## src/rtl/reg_slice_pkg.sv

```systemverilog
// Shared constants for the parametrised register slice pipeline.
// Mode encodings match the legacy slice configuration values.
package reg_slice_pkg;

  localparam int RS_BYPASS   = 0;
  localparam int RS_FORWARD  = 1;
  localparam int RS_BACKWARD = 2;
  localparam int RS_FULL     = 3;

  function automatic bit rs_mode_legal(input int mode);
    return (mode >= RS_BYPASS) && (mode <= RS_FULL);
  endfunction

endpackage

```

## src/rtl/reg_slice_stage.sv

```systemverilog
// One valid/ready register slice: forward, backward (skid) or full (main + skid).
// Bypass is handled by the pipeline top, so it never reaches this module.
module reg_slice_stage
  import reg_slice_pkg::*;
#(
  parameter int DATA_W     = 32,
  parameter int MODE       = RS_FULL,
  parameter int RESET_DATA = 0
) (
  input  logic              clk,
  input  logic              rst,
  input  logic              valid_up,
  output logic              ready_up,
  input  logic [DATA_W-1:0] data_up,
  output logic              valid_dn,
  input  logic              ready_dn,
  output logic [DATA_W-1:0] data_dn,
  output logic              busy
);

  localparam bit RST_D = (RESET_DATA != 0);

  generate
    if (MODE == RS_FORWARD) begin : g_fwd
      logic              v;
      logic [DATA_W-1:0] d;

      assign ready_up = !v || ready_dn;
      assign valid_dn = v;
      assign data_dn  = d;
      assign busy     = v;

      always_ff @(posedge clk) begin
        if (rst)           v <= 1'b0;
        else if (ready_up) v <= valid_up;
      end

      always_ff @(posedge clk) begin
        if (RST_D && rst)              d <= '0;
        else if (ready_up && valid_up) d <= data_up;
      end

    end else if (MODE == RS_BACKWARD) begin : g_bwd
      logic              sv;
      logic [DATA_W-1:0] sd;

      // rst gates both sides so nothing passes through combinationally during reset
      assign ready_up = !sv && !rst;
      assign valid_dn = sv || (valid_up && !rst);
      assign data_dn  = sv ? sd : data_up;
      assign busy     = sv;

      always_ff @(posedge clk) begin
        if (rst)                        sv <= 1'b0;
        else if (sv)                    sv <= !ready_dn;
        else if (valid_up && !ready_dn) sv <= 1'b1;
      end

      always_ff @(posedge clk) begin
        if (RST_D && rst)                      sd <= '0;
        else if (!sv && valid_up && !ready_dn) sd <= data_up;
      end

    end else if (MODE == RS_FULL) begin : g_full
      logic              mv, sv;
      logic [DATA_W-1:0] md, sd;
      logic              main_free;

      assign main_free = !mv || ready_dn;
      assign ready_up  = !sv && !rst;
      assign valid_dn  = mv;
      assign data_dn   = md;
      assign busy      = mv || sv;

      // skid has priority: while it is full upstream is stalled, so no new beat competes
      always_ff @(posedge clk) begin
        if (rst) begin
          mv <= 1'b0;
          sv <= 1'b0;
        end else if (sv) begin
          if (main_free) begin
            mv <= 1'b1;
            sv <= 1'b0;
          end
        end else if (valid_up) begin
          if (main_free) mv <= 1'b1;
          else           sv <= 1'b1;
        end else if (ready_dn) begin
          mv <= 1'b0;
        end
      end

      always_ff @(posedge clk) begin
        if (RST_D && rst) begin
          md <= '0;
          sd <= '0;
        end else if (sv) begin
          if (main_free) md <= sd;
        end else if (valid_up) begin
          if (main_free) md <= data_up;
          else           sd <= data_up;
        end
      end

    end else begin : g_bad_mode
      $error("reg_slice_stage: unsupported MODE %0d", MODE);
    end
  endgenerate

endmodule

```

## src/rtl/reg_slice_pipe.sv

```systemverilog
// Chain of STAGES identical register slices between a stream producer and consumer.
// MODE 0 is a pure wire-through; o_idle reflects registered state only.
module reg_slice_pipe
  import reg_slice_pkg::*;
#(
  parameter int DATA_W     = 32,
  parameter int MODE       = RS_FULL,
  parameter int STAGES     = 1,
  parameter int RESET_DATA = 0
) (
  input  logic              clk,
  input  logic              rst,
  input  logic              i_valid,
  output logic              o_ready,
  input  logic [DATA_W-1:0] i_data,
  output logic              o_valid,
  input  logic              i_ready,
  output logic [DATA_W-1:0] o_data,
  output logic              o_idle
);

  generate
    if (!rs_mode_legal(MODE)) begin : g_bad_mode
      $error("reg_slice_pipe: illegal MODE %0d", MODE);
    end

    if (MODE == RS_BYPASS) begin : g_byp
      logic unused_byp;
      assign unused_byp = ^{clk, rst};
      assign o_valid    = i_valid;
      assign o_data     = i_data;
      assign o_ready    = i_ready;
      assign o_idle     = 1'b1;

    end else begin : g_chain
      if (STAGES < 1) begin : g_bad_stages
        $error("reg_slice_pipe: STAGES must be >= 1, got %0d", STAGES);
      end

      // index k is the upstream side of stage k; index STAGES is the pipe output
      logic [STAGES:0]             vld_pipe;
      logic [STAGES:0]             rdy_pipe;
      logic [STAGES:0][DATA_W-1:0] dat_pipe;
      logic [STAGES-1:0]           busy;

      assign vld_pipe[0]      = i_valid;
      assign dat_pipe[0]      = i_data;
      assign o_ready          = rdy_pipe[0];
      assign rdy_pipe[STAGES] = i_ready;
      assign o_valid          = vld_pipe[STAGES];
      assign o_data           = dat_pipe[STAGES];
      assign o_idle           = ~|busy;

      for (genvar k = 0; k < STAGES; k++) begin : g_stage
        reg_slice_stage #(
          .DATA_W     (DATA_W),
          .MODE       (MODE),
          .RESET_DATA (RESET_DATA)
        ) u_stage (
          .clk      (clk),
          .rst      (rst),
          .valid_up (vld_pipe[k]),
          .ready_up (rdy_pipe[k]),
          .data_up  (dat_pipe[k]),
          .valid_dn (vld_pipe[k+1]),
          .ready_dn (rdy_pipe[k+1]),
          .data_dn  (dat_pipe[k+1]),
          .busy     (busy[k])
        );
      end
    end
  endgenerate

endmodule

```

## config.mk

```make
export PLATFORM = sky130hd
export DESIGN_NAME = reg_slice_pipe
export DESIGN_NICKNAME = d
export VERILOG_FILES = /design/src/rtl/reg_slice_pkg.sv /design/src/rtl/reg_slice_stage.sv /design/src/rtl/reg_slice_pipe.sv
export SDC_FILE = /design/constraint.sdc
export NUM_CORES = 1
export LEC_CHECK = 0
export ABC_AREA = 1
export CAP_MARGIN = 20
export CORE_UTILIZATION = 47
export CTS_CLUSTER_DIAMETER = 100
export DETAILED_ROUTE_END_ITERATION = 12
export HOLD_SLACK_MARGIN = 0.03
export PLACE_DENSITY_LB_ADDON = 0.15
export SETUP_SLACK_MARGIN = 0.5
export SYNTH_ARGS = -nofsm -noshare
export SYNTH_HDL_FRONTEND = slang
export SYNTH_SLANG_ARGS = --single-unit
```

## constraint.sdc

```tcl
create_clock -name clk -period 3 [get_ports clk]
set_input_delay 0.45 -clock clk [delete_from_list [all_inputs] [get_ports clk]]
set_output_delay 0.45 -clock clk [all_outputs]
set_load 0.02 [all_outputs]
```

==> results of run 1 <==
[final cells by class]
class | instances | area [um2] | share of cell area, %
clock buffer | 10 | 128 | 3.72
timing repair buffer | 73 | 723 | 21.1
multi-input combinational | 106 | 422 | 12.3
tap | 67 | 83.8 | 2.44
clock inverter | 6 | 105 | 3.06
inverter | 3 | 11.3 | 0.328
sequential | 66 | 1960 | 57.1
[cell families (layout without fill, tap and decap cells)]
group	count (synthesis)	in the layout	synth area share, %
AO/OA/AOI/OAI	2	2	0.408
buffers and inverters	10	92	3.42
flip-flops	66	66	80.1
AND/OR/NAND/NOR	104	104	16.0
[where the power goes]
| group | internal, mW | total, mW | leakage, nW | switching [mW] |
|---|---|---|---|---|
| Clock | 0.546 | 0.860 | 0.112 | 0.313 |
| Combinational | 0.110 | 0.219 | 0.593 | 0.108 |
| Sequential | 1.07 | 1.08 | 0.618 | 0.0131 |
[stage by stage]
| step | std cells | area, um2 | hold WS (ns) |
|---|---|---|---|
| 2_1_floorplan | 182 | 2450 | 0.491 |
| 3_3_place_gp | 315 | 3200 | 0.499 |
| 3_5_place_dp | 315 | 3200 | 0.503 |
| 4_1_cts | 331 | 3430 | 0.518 |
| 5_1_grt | 331 | 3430 | 0.545 |
| 6_report | 331 | 3430 | 0.515 |
[layer usage]
layer | track usage (%) | part of all wire (%) | vias to the layer above
met1 | 24.0 | 44 | 682
met5 | 0 | 0 | -
li1 | - | - | 765
met2 | 23.9 | 47 | 59
met4 | 10.3 | 1.8 | 0
met3 | 6.10 | 6.7 | 8
[worst register-to-register path, cell delays in order (launching register included)]
cell and delay, ns:
dfxtp_1 0.44, buf_4 0.38, inv_1 0.53, nand2_1 0.23, nand2_1 0.06
[placed cells by master (no fill, tap or decap)]
cell type	count
a21oi_4	1
buf_4	3
bufinv_16	3
clkbuf_1	1
clkbuf_8	9
clkdlybuf4s50_1	70
clkinv_1	2
clkinvlp_4	1
dfxtp_1	2
edfxtp_1	64
inv_1	3
nand2_1	97
nand3_1	2
nor2_1	4
nor2_4	1
o21ai_0	1
[worst paths after layout]
check	start	to	slack, ns	cells past startpoint
worst min register to register	g_chain.g_stage[0].u_stage.g_full.sd[26]	g_chain.g_stage[0].u_stage.data_dn[26]	0.51	2
worst max register to register	g_chain.g_stage[0].u_stage.g_full.sv	g_chain.g_stage[0].u_stage.data_dn[0]	1.12	4
worst min-delay path	g_chain.g_stage[0].u_stage.g_full.sd[26]	g_chain.g_stage[0].u_stage.data_dn[26]	0.51	2
worst max-delay path	rst	o_ready	0.97	3
[flip-flops by register name (all words and copies together) (netlist names)]
name / cells
g_chain.g_stage.u_stage.data_dn: 32
g_chain.g_stage.u_stage.g_full.sd: 32
g_chain.g_stage.u_stage.g_full.sv: 1
g_chain.g_stage.u_stage.valid_dn: 1
==> summary.txt, run 1 <==
Status
  – Outcome: complete, no violations

Yosys
  – #FFs+latches synth: 66
  – Most used flip-flop cell after synthesis: edfxtp_1
  – Mapped Cells: around 180
  – Commonest cells in the netlist: nand2_1, edfxtp_1, nor2_1
  – Sequential cell area fraction in the yosys report: 80.1%
  – Top cell type's share of synthesized area: ~78%
  – Net Count, Synth: 218
  – Mean Syn Cell Area: 13.5 um2
  – Top post-synthesis cells by area: edfxtp_1, nand2_1, dfxtp_1, clkbuf_8, buf_4
  – Synth unique cells: 11
  – Post-synth EDFFs: 64
  – Synthesized area: between 0.002 and 0.0025 mm2
  – YS warnings: 0
  – Ys async rst share: 0%
  – Most common cell in the netlist: nand2_1
  – Dominant cell type by area after synthesis: edfxtp_1

Route
  – First-iteration detailed-routing DRC count: approximately 100
  – WL final: between 4 and 5 mm
  – Via/cell ratio: approximately 4.6
  – Final antenna-violating net count: 0
  – Iteration count of the initial detailed-routing pass: 4
  – WL/cell: 12.3 um
  – Residual DRC: 0
  – DR vias: roughly 1500

Floorplan
  – Chip Width: around 74 um
  – I/O pin count: 71
  – Die area: 0.00550 mm2
  – Core ar.: 0.00488 mm2
  – Initial Util: 50.2%
  – Rows: 25
  – Die height: 74.2 um

Setup path
  – CP Data Required Time: around 2.6 ns
  – Worst setup EP type: output pin
  – CP Cell Sequence: clkdlybuf4s50_1 > nor2_1 > clkdlybuf4s50_1
  – CP max stage delay: around 0.61 ns
  – CP startpoint kind: input pin
  – Delay-heaviest family, CP: buffers and inverters
  – Arrival @ worst endpoint: around 1.6 ns
  – Critical path fanouts, max: 2
  – CP Class: input pin to output pin
  – Buffer and inverter count on the worst path: 2
  – CP most frequent cell: clkdlybuf4s50_1
  – Slowest-stage cell, CP: clkdlybuf4s50_1

Clock tree
  – CTS tree: done
  – Clock Sinks: 66
  – Clock root buffer master: clkbuf_8
  – Later-pin clock latency in the skew report: approximately 0.33 ns
  – Post-CTS setup-driven buffer insertion count: 0
  – Num CTS Buffers: 9
  – CTS-repair resized insts: 0
  – CTS clock-pin slew for the worst setup and hold paths: 0.07 ns
  – Bufs on Longest Clock Path: 2
  – Hold-fix buffers, CTS: 0
  – H-tree Lvls: 3

Timing
  – Final hold violations: 0
  – Clock Skew: ~0.0034 ns
  – Slew @ Worst Pin: 0.969 ns
  – RSZ-0062 raised after global routing: no
  – Final setup margin: roughly 1 ns
  – # setup viols final: 0
  – Setup TNS Final: 0 ns
  – FMAX: 0.493 GHz
  – Minimum clock period after layout: 2.03 ns
  – Final period util: 67.5%
  – Max_slew headroom: 35.3%
  – Slew Viols, Final: 0

Global routing
  – Vias in the first global route: 1391
  – First-pass GRT wire length: 6.62 mm
  – Total track usage: 17.4%
  – Largest net degree at the start of global routing: 35
  – Initial antenna violation count: 0
  – Congestion Overflow GR: 0

Run
  – Maxcap violations: 0

Cells and area
  – Number of diodes: 0
  – Final nets: 295
  – Share of cells above drive strength 1: 6.82%
  – Final core utilization: a little over two thirds
  – Fill count: 354
  – Synth-to-Final Area Change: 40.3%

Power
  – Pwr Density: about 630 mW/mm2
  – Maximum VDD drop: 0.315 mV
  – Tot Pwr: 2.16 mW
  – Lkg Pwr: 1.32 nW

Placed design
  – Hpwl dp: 2.59 mm
  – Pre-CTS setup slack: 0.756 ns
  – IO Port Bufs: 70
  – Gpl congestion: 0.677

Hold path
  – Worst hold path type: flip-flop to flip-flop
Note: power is estimated with default switching activity, not from simulation.
==> run 2: changes to the inputs <==
- CORE_UTILIZATION: 47 -> 42
- clock period: 3 -> 1.8 ns (I/O delays scaled with it)
==> summary.txt, run 2 (synthesis gave the netlist of run 1 again) <==
Global routing
  – Initial antenna violation count: 0 (unchanged)
  – Vias in the first global route: 1367 (was 1391)
  – Congestion Overflow GR: 0 (unchanged)
  – Total track usage: 15.0% (was 17.4%)
  – First-pass GRT wire length: 6.54 mm (was 6.62 mm)
  – Largest net degree at the start of global routing: 33 (was 35)

Timing
  – Slew Viols, Final: 0 (unchanged)
  – # setup viols final: 0 (unchanged)
  – FMAX: roughly 0.79 GHz
  – Final setup margin: 0.540 ns (was 0.974 ns)
  – Clock Skew: 0.00391 ns (was 0.00336 ns)
  – Final period util: a little over two thirds
  – Minimum clock period after layout: between 1 and 1.5 ns
  – RSZ-0062 raised after global routing: yes (was no)
  – Max_slew headroom: 79.2% (was 35.3%)
  – Final hold violations: 0 (unchanged)
  – Setup TNS Final: 0 ns (unchanged)
  – Slew @ Worst Pin: 0.311 ns (was 0.969 ns)

Setup path
  – Critical path fanouts, max: 1 (was 2)
  – CP startpoint kind: flip-flop (was input pin)
  – Slowest-stage cell, CP: edfxtp_1 (was clkdlybuf4s50_1)
  – CP Cell Sequence: clkdlybuf4s15_1 (was clkdlybuf4s50_1 > nor2_1 > clkdlybuf4s50_1)
  – CP max stage delay: 0.36 ns (was 0.61 ns)
  – Worst setup EP type: output pin (unchanged)
  – Arrival @ worst endpoint: 0.99 ns (was 1.58 ns)
  – Worst path depth: 1 (was 3)
  – Buffer and inverter count on the worst path: 1 (was 2)
  – CP Data Required Time: 1.53 ns (was 2.55 ns)
  – CP Class: flip-flop to output pin (was input pin to output pin)
  – Delay-heaviest family, CP: flip-flops (was buffers and inverters)
  – Cell count of the worst reg-to-reg path: 3 (was 4)

Floorplan
  – Chip Width: 78.4 um (was 74.2 um)
  – Initial Util: 43.9% (was 50.2%)
  – Rows: 27 (was 25)
  – I/O pin count: 71 (unchanged)
  – Die area: 0.00614 mm2 (was 0.00550 mm2)
  – Die height: 78.4 um (was 74.2 um)
  – Core ar.: 0.00557 mm2 (was 0.00488 mm2)

Power
  – Maximum VDD drop: 0.662 mV (was 0.315 mV)
  – Pwr Density: 977 mW/mm2 (was 628 mW/mm2)
  – Lkg Pwr: 1.35 nW (was 1.32 nW)

Placed design
  – Hpwl dp: 2.67 mm (was 2.59 mm)
  – Gpl congestion: 0.700 (was 0.677)
  – IO Port Bufs: 70 (unchanged)
  – Pre-CTS setup slack: 0.150 ns (was 0.756 ns)

Cells and area
  – Most common cell after layout, fill and taps aside: nand2_1 (unchanged)
  – Commonest non-fill, non-tap cells in the layout: nand2_1, edfxtp_1, clkdlybuf4s50_1 (was nand2_1, clkdlybuf4s50_1, edfxtp_1)
  – Final nets: 298 (was 295)
  – Number of diodes: 0 (unchanged)
  – Share of cells above drive strength 1: 18.4% (was 6.82%)
  – Fill count: 466 (was 354)
  – Synth-to-Final Area Change: 37.5% (was 40.3%)

Clock tree
  – CTS clock-pin slew for the worst setup and hold paths: 0.07 ns (about the same)
  – Bufs on Longest Clock Path: 2 (unchanged)
  – Clock root buffer master: clkbuf_8 (unchanged)
  – Hold-fix buffers, CTS: 0 (unchanged)
  – Post-CTS setup-driven buffer insertion count: 0 (unchanged)
  – Num CTS Buffers: 9 (unchanged)
  – CTS tree: done (unchanged)
  – H-tree Lvls: 3 (unchanged)
  – Clock Sinks: 66 (unchanged)
  – CTS-repair resized insts: 60 (was 0)
  – Later-pin clock latency in the skew report: 0.33 ns (about the same)

Status
  – Outcome: complete, no violations (unchanged)

Route
  – Final antenna-violating net count: 0 (unchanged)
  – Iteration count of the initial detailed-routing pass: 4 (unchanged)
  – Residual DRC: 0 (unchanged)
  – DR vias: 1508 (was 1514)
  – Via/cell ratio: 4.45 (was 4.57)
  – WL final: 4.16 mm (was 4.06 mm)
  – WL/cell: 12.3 um (about the same)
  – First-iteration detailed-routing DRC count: 80 (was 102)

Hold path
  – Cell depth of the worst hold path: 3 (was 2)
  – Worst hold path type: input pin to flip-flop (was flip-flop to flip-flop)

Run
  – Maxcap violations: 0 (unchanged)
## run 2: changes by cell type in the layout (fill, tap and decap cells not counted), moves of 2 or more
cell,previous run,this run
clkbuf_2,0,17
dfxtp_4,0,2
buf_2,0,4
clkdlybuf4s50_1,70,34
clkdlybuf4s15_1,0,12
buf_12,0,3
dfxtp_1,2,0
clkinv_2,0,3
clkdlybuf4s15_2,0,2
bufinv_16,3,1
## run 2: metal layers
metal / vias up / wire length [um] / GRT usage, %
met1: 676 / 1830 / 18.4
met2: 49 / 1950 / 22.5
li1: 775 / - / -
met5: - / 0 / 0
met3: 8 / 285 / 6.16
met4: 0 / 95 / 8.33
## run 2: area by class of cell
class	instances	area [um2]	share of cell area, %
tap	72	90.1	2.68
sequential	66	1970	58.5
multi-input combinational	106	429	12.7
clock buffer	9	124	3.68
inverter	3	11.3	0.334
clock inverter	7	60.1	1.78
timing repair buffer	76	683	20.3
## run 2: worst paths after layout
check / to / from / slack, ns
setup reg to reg: g_chain.g_stage[0].u_stage.g_full.sd[2] / g_chain.g_stage[0].u_stage.valid_dn / 0.66
setup / recovery: o_data[15] / g_chain.g_stage[0].u_stage.data_dn[15] / 0.54
hold reg to reg: g_chain.g_stage[0].u_stage.data_dn[12] / g_chain.g_stage[0].u_stage.g_full.sd[12] / 0.52
hold / removal: g_chain.g_stage[0].u_stage.valid_dn / i_valid / 0.28
## run 2: stage by stage
step / area [um2] / hold WS (ns) / power [mW] / instances / utilization (%)
floorplan: 2480 / 0.369 / 1.99 / 182 / -
global route: 3370 / 0.310 / 3.41 / 339 / 60.4
detailed placement: 3280 / 0.504 / 2.22 / 323 / 58.9
global placement: 3280 / 0.499 / 2.21 / 323 / 58.9
CTS: 3450 / 0.502 / 3.33 / 339 / 61.8
finish: 3370 / 0.278 / 3.29 / 339 / 60.4
## run 2: worst register-to-register path, stage by stage, from the launching register on
cell and delay (ns):
dfxtp_4 0.38, nand3_1 0.12, nor2_4 0.18, buf_12 0.17
## run 2: power breakdown
| part | internal (mW) | switching, mW |
|---|---|---|
| sequential | 1.78 | 0.0224 |
| clock | 0.622 | 0.536 |
| combinational | 0.153 | 0.183 |
==> run 3: changes to the inputs <==
- clock period: 1.8 -> 1.03 ns (I/O delays scaled with it)
==> summary.txt, run 3 (synthesis gave the netlist of run 1 again) <==
Status
  – Outcome: finished, violations left (was complete, no violations)
  – Failing checks: setup timing

Timing
  – Final setup margin: -0.176 ns (was 0.540 ns)
  – Setup TNS Final: -13.50 ns (was 0 ns)
  – Final period util: 117%
  – FMAX: 0.829 GHz
  – RSZ-0062 raised after global routing: yes (unchanged)
  – Min Hold Slack: 0.0701 ns (was 0.278 ns)
  – Slew @ Worst Pin: 0.209 ns (was 0.311 ns)
  – # setup viols final: 103 (was 0)
  – Slew Viols, Final: 0 (unchanged)
  – Final hold violations: 0 (unchanged)
  – Clock Skew: 0.00491 ns (was 0.00391 ns)
  – Minimum clock period after layout: 1.21 ns
  – Max_slew headroom: 86.1% (was 79.2%)

Floorplan
  – Die height: 78.4 um (unchanged)
  – Rows: 27 (unchanged)
  – Die area: 0.00614 mm2 (unchanged)
  – Initial Util: 43.9% (unchanged)
  – I/O pin count: 71 (unchanged)
  – Core ar.: 0.00557 mm2 (unchanged)
  – Chip Width: 78.4 um (unchanged)

Hold path
  – Worst hold path type: input pin to flip-flop (unchanged)
  – Hold path start: i_data[26] (was i_valid)

Global routing
  – Congestion Overflow GR: 0 (unchanged)
  – Largest net degree at the start of global routing: 22 (was 33)
  – First-pass GRT wire length: 7.27 mm (was 6.54 mm)
  – Initial antenna violation count: 0 (unchanged)
  – Vias in the first global route: 1523 (was 1367)
  – Total track usage: 16.7% (was 15.0%)

Route
  – WL/cell: 13.5 um (was 12.3 um)
  – Final antenna-violating net count: 0 (unchanged)
  – First-iteration detailed-routing DRC count: 58 (was 80)
  – Iteration count of the initial detailed-routing pass: 4 (unchanged)
  – Via/cell ratio: 4.53 (was 4.45)
  – DR vias: 1559 (was 1508)
  – Residual DRC: 0 (unchanged)
  – WL final: 4.65 mm (was 4.16 mm)

Cells and area
  – Most common cell after layout, fill and taps aside: nand2_1 (unchanged)
  – Share of cells above drive strength 1: 23.9% (was 18.4%)
  – Number of diodes: 0 (unchanged)
  – Final Cell Area: 0.00363 mm2 (was 0.00337 mm2)
  – Reg area: 0.00197 mm2 (unchanged)
  – Final core utilization: 65.2% (was 60.4%)
  – Final cell count without fillers: 344 (was 339)
  – Commonest non-fill, non-tap cells in the layout: nand2_1, edfxtp_1, buf_6 (was nand2_1, edfxtp_1, clkdlybuf4s50_1)
  – Combined area of the multi-input logic cells: 429 um2 (unchanged)
  – Synth-to-Final Area Change: 48.4% (was 37.5%)
  – Final nets: 306 (was 298)
  – Fill count: 431 (was 466)

Power
  – Pwr Density: 1530 mW/mm2 (was 977 mW/mm2)
  – Tot Pwr: 5.55 mW (was 3.29 mW)
  – Maximum VDD drop: 0.889 mV (was 0.662 mV)
  – Lkg Pwr: 1.55 nW (was 1.35 nW)

Setup path
  – CP Data Required Time: 1.07 ns (was 1.53 ns)
  – CP startpoint kind: flip-flop (unchanged)
  – Crit path from: g_chain.g_stage[0].u_stage.g_full.sv (was g_chain.g_stage[0].u_stage.data_dn[15])
  – Arrival @ worst endpoint: 1.24 ns (was 0.99 ns)
  – Worst setup EP type: flip-flop (was output pin)
  – FF-to-FF Start: g_chain.g_stage[0].u_stage.g_full.sv (was g_chain.g_stage[0].u_stage.valid_dn)
  – Critical path fanouts, max: 17 (was 1)
  – CP Class: flip-flop to flip-flop (was flip-flop to output pin)

Clock tree
  – Clock root buffer master: clkbuf_8 (unchanged)
  – H-tree Lvls: 3 (unchanged)
  – CTS tree: done (unchanged)
  – Clock Sinks: 66 (unchanged)
  – Bufs on Longest Clock Path: 2 (unchanged)
  – Num CTS Buffers: 9 (unchanged)
  – CTS clock-pin slew for the worst setup and hold paths: 0.06 ns (was 0.07 ns)
  – Later-pin clock latency in the skew report: 0.33 ns (about the same)

Placed design
  – Hpwl dp: 3.07 mm (was 2.67 mm)
  – IO Port Bufs: 70 (unchanged)
  – Placed cell count: 327 (was 323)
  – Instance area at placement: 0.00332 mm2 (was 0.00328 mm2)
  – Pre-CTS setup slack: -0.513 ns (was 0.150 ns)
  – Gpl congestion: 0.704 (was 0.700)

Run
  – Maxcap violations: 0 (unchanged)
-- run 3: cell type report --
class,instances,share of cell area (%)
inverters,3,0.310
flip-flops and latches,66,54.2
multi-input cells,106,11.8
clock buffers,11,3.61
well taps,72,2.48
clock inverters,2,0.207
repair buffers,84,27.4
-- run 3: worst paths after layout --
path	end	slack, ns	cells after the start
worst max register to register	g_chain.g_stage[0].u_stage.data_dn[10]	-0.18	4
worst max-delay path	g_chain.g_stage[0].u_stage.data_dn[10]	-0.18	4
worst min register to register	g_chain.g_stage[0].u_stage.data_dn[29]	0.51	2
worst min-delay path	g_chain.g_stage[0].u_stage.g_full.sd[26]	0.07	1
-- run 3: layer usage --
metal	wire length [um]	global-route usage (%)
met3	302	5.35
met5	0	0
met1	1930	20.1
met2	2350	26.3
met4	68	9.44
-- run 3: what timing repair did --
item                                    CTS  global route
resized for setup                       202            20
endpoints found under the setup margin  134           139
hold buffers                              0             0
buffers inserted                          0             1
hold endpoints to repair                  0             0
pin swaps                                 1             1
cloned                                    3             0
-- run 3: power breakdown --
| part | internal (mW) | total (mW) | switching (mW) |
|---|---|---|---|
| Sequential | 3.11 | 3.16 | 0.0544 |
| Clock | 0.818 | 1.66 | 0.838 |
| Combinational | 0.394 | 0.733 | 0.339 |
| Total | 4.32 | 5.55 | 1.23 |
-- run 3: worst max-delay path: stages, from the launching register on --
cell and delay (ns):
dfxtp_4 0.37, buf_6 0.11, nor2_4 0.04, a21oi_4 0.20, buf_12 0.19
==> edit: new RTL, settings of run 1 <==
`DATA_W` is set to 32 in 2 places; all go to 64.
--- a/src/rtl/reg_slice_stage.sv
+++ b/src/rtl/reg_slice_stage.sv
@@ -5,3 +5,3 @@
 #(
-  parameter int DATA_W     = 32,
+  parameter int DATA_W     = 64,
   parameter int MODE       = RS_FULL,
--- a/src/rtl/reg_slice_pipe.sv
+++ b/src/rtl/reg_slice_pipe.sv
@@ -5,3 +5,3 @@
 #(
-  parameter int DATA_W     = 32,
+  parameter int DATA_W     = 64,
   parameter int MODE       = RS_FULL,
Interface: changed (resized i_data and o_data); port bits go from 71 to 135. The function was not compared with the original's and may differ.
==> edit against run 1 <==
Sequential cell count increased by 64; total power grew 120%; routed wire length grew 130%; area after synthesis is 95% higher; count of clock-buffer cells in the layout increased by 7; worst setup slack worse by 300 ps; design area up 100%; critical endpoint unchanged; critical path type is now reg2out; final cell count is 92% higher.
==> edit: results (changes against run 1) <==
[critical_path]
worstSetupPathType=reg2out
worstPathMaxFanout=29  ; +27
ff2ff_path_depth=3  ; -1
crit_slowest_cell=dfxtp_2
cp_top_family=flip-flops
slowest_delay_ps=720  ; +110 ps

[final_layout]
drive_gt1_share_pct=7.157  ; +0.34 points
fillers=742  ; +110%
fin_nets=559  ; +89%
multi_input_area_share_pct=11.39  ; -0.88 points
nClkBuffers=17  ; +7
num-nonclk-buffers=137  ; +88%

[grt]
grt_util_all_layers_pct=18.58  ; +1.2 points
grt_max_degree=65  ; +86%
grt_pass1_wl_mm=14.04  ; +110%

[worst_hold_path]
whs_endpoint=g_chain.g_stage[0].u_stage.data_dn[34]
min_from=g_chain.g_stage[0].u_stage.g_full.sd[34]

[pwr]
intPower_mw=3.743  ; +120%
total_power_mw=4.715  ; +120%
ir_worst_vdd_v=0.0004278  ; +36%
clkPwrFrac_pct=45.7  ; +5.9 points
leakage_nw=2.642  ; +100%

[place]
dpl-instance-area_um2=6236  ; +95%
dp_slack_ps=983.1  ; +227.1 ps
hpwl_mm=5.745  ; +120%

[routing]
routed_wl_mm=9.319  ; +130%
vias=3047  ; +100%
drtIter0Drc=131  ; +28%
firstDrtPassIters=5  ; +1

[synthesis]
post_synth.cell_area_avg_um2=13.65  ; +1.5%
netlist_top_cells_count=193 x nand2_1, 128 x edfxtp_1, 6 x buf_4
synth.distinct_cells=12  ; +1
syn-num-nets=417  ; +91%

[clock_tree]
cts.sinks=130  ; +97%
worstSkewPairLatency_ps=500  ; +170 ps
cts_buffers=17  ; +8

[timing]
fin_skew_ps=6.583  ; +3.224 ps
slew_headroom_pct=57.56  ; +22 points
timing.hold.ws_ps=516.3  ; +1.420 ps

[outcome]
status=finished, final reports clean

[edit: changes by cell type after synthesis]
cell / run 1 / this run
nand2_1: 97 / 193
edfxtp_1: 64 / 128
inv_1: 3 / 2
clkbuf_8: 2 / 0
buf_2: 0 / 5
buf_4: 3 / 6
buf_6: 2 / 3
inv_4: 0 / 1
[edit: routing by layer]
| layer | routed length (um) | global-route usage [%] | vias to the layer above |
|---|---|---|---|
| met5 | 0 | 0 | - |
| met4 | 119 | 8.901 | 0 |
| met3 | 736 | 5.153 | 11 |
| met2 | 4523 | 28.97 | 131 |
| met1 | 3941 | 24.27 | 1438 |
| li1 | - | - | 1467 |
[edit: cells by family (layout without fill, tap and decap cells)]
family	count (synthesis)	in the layout	share of synthesized area, %
buf+inv	17	171	2.468
simple gates	200	200	15.81
flops	130	130	81.51
compound gates	2	2	0.2099
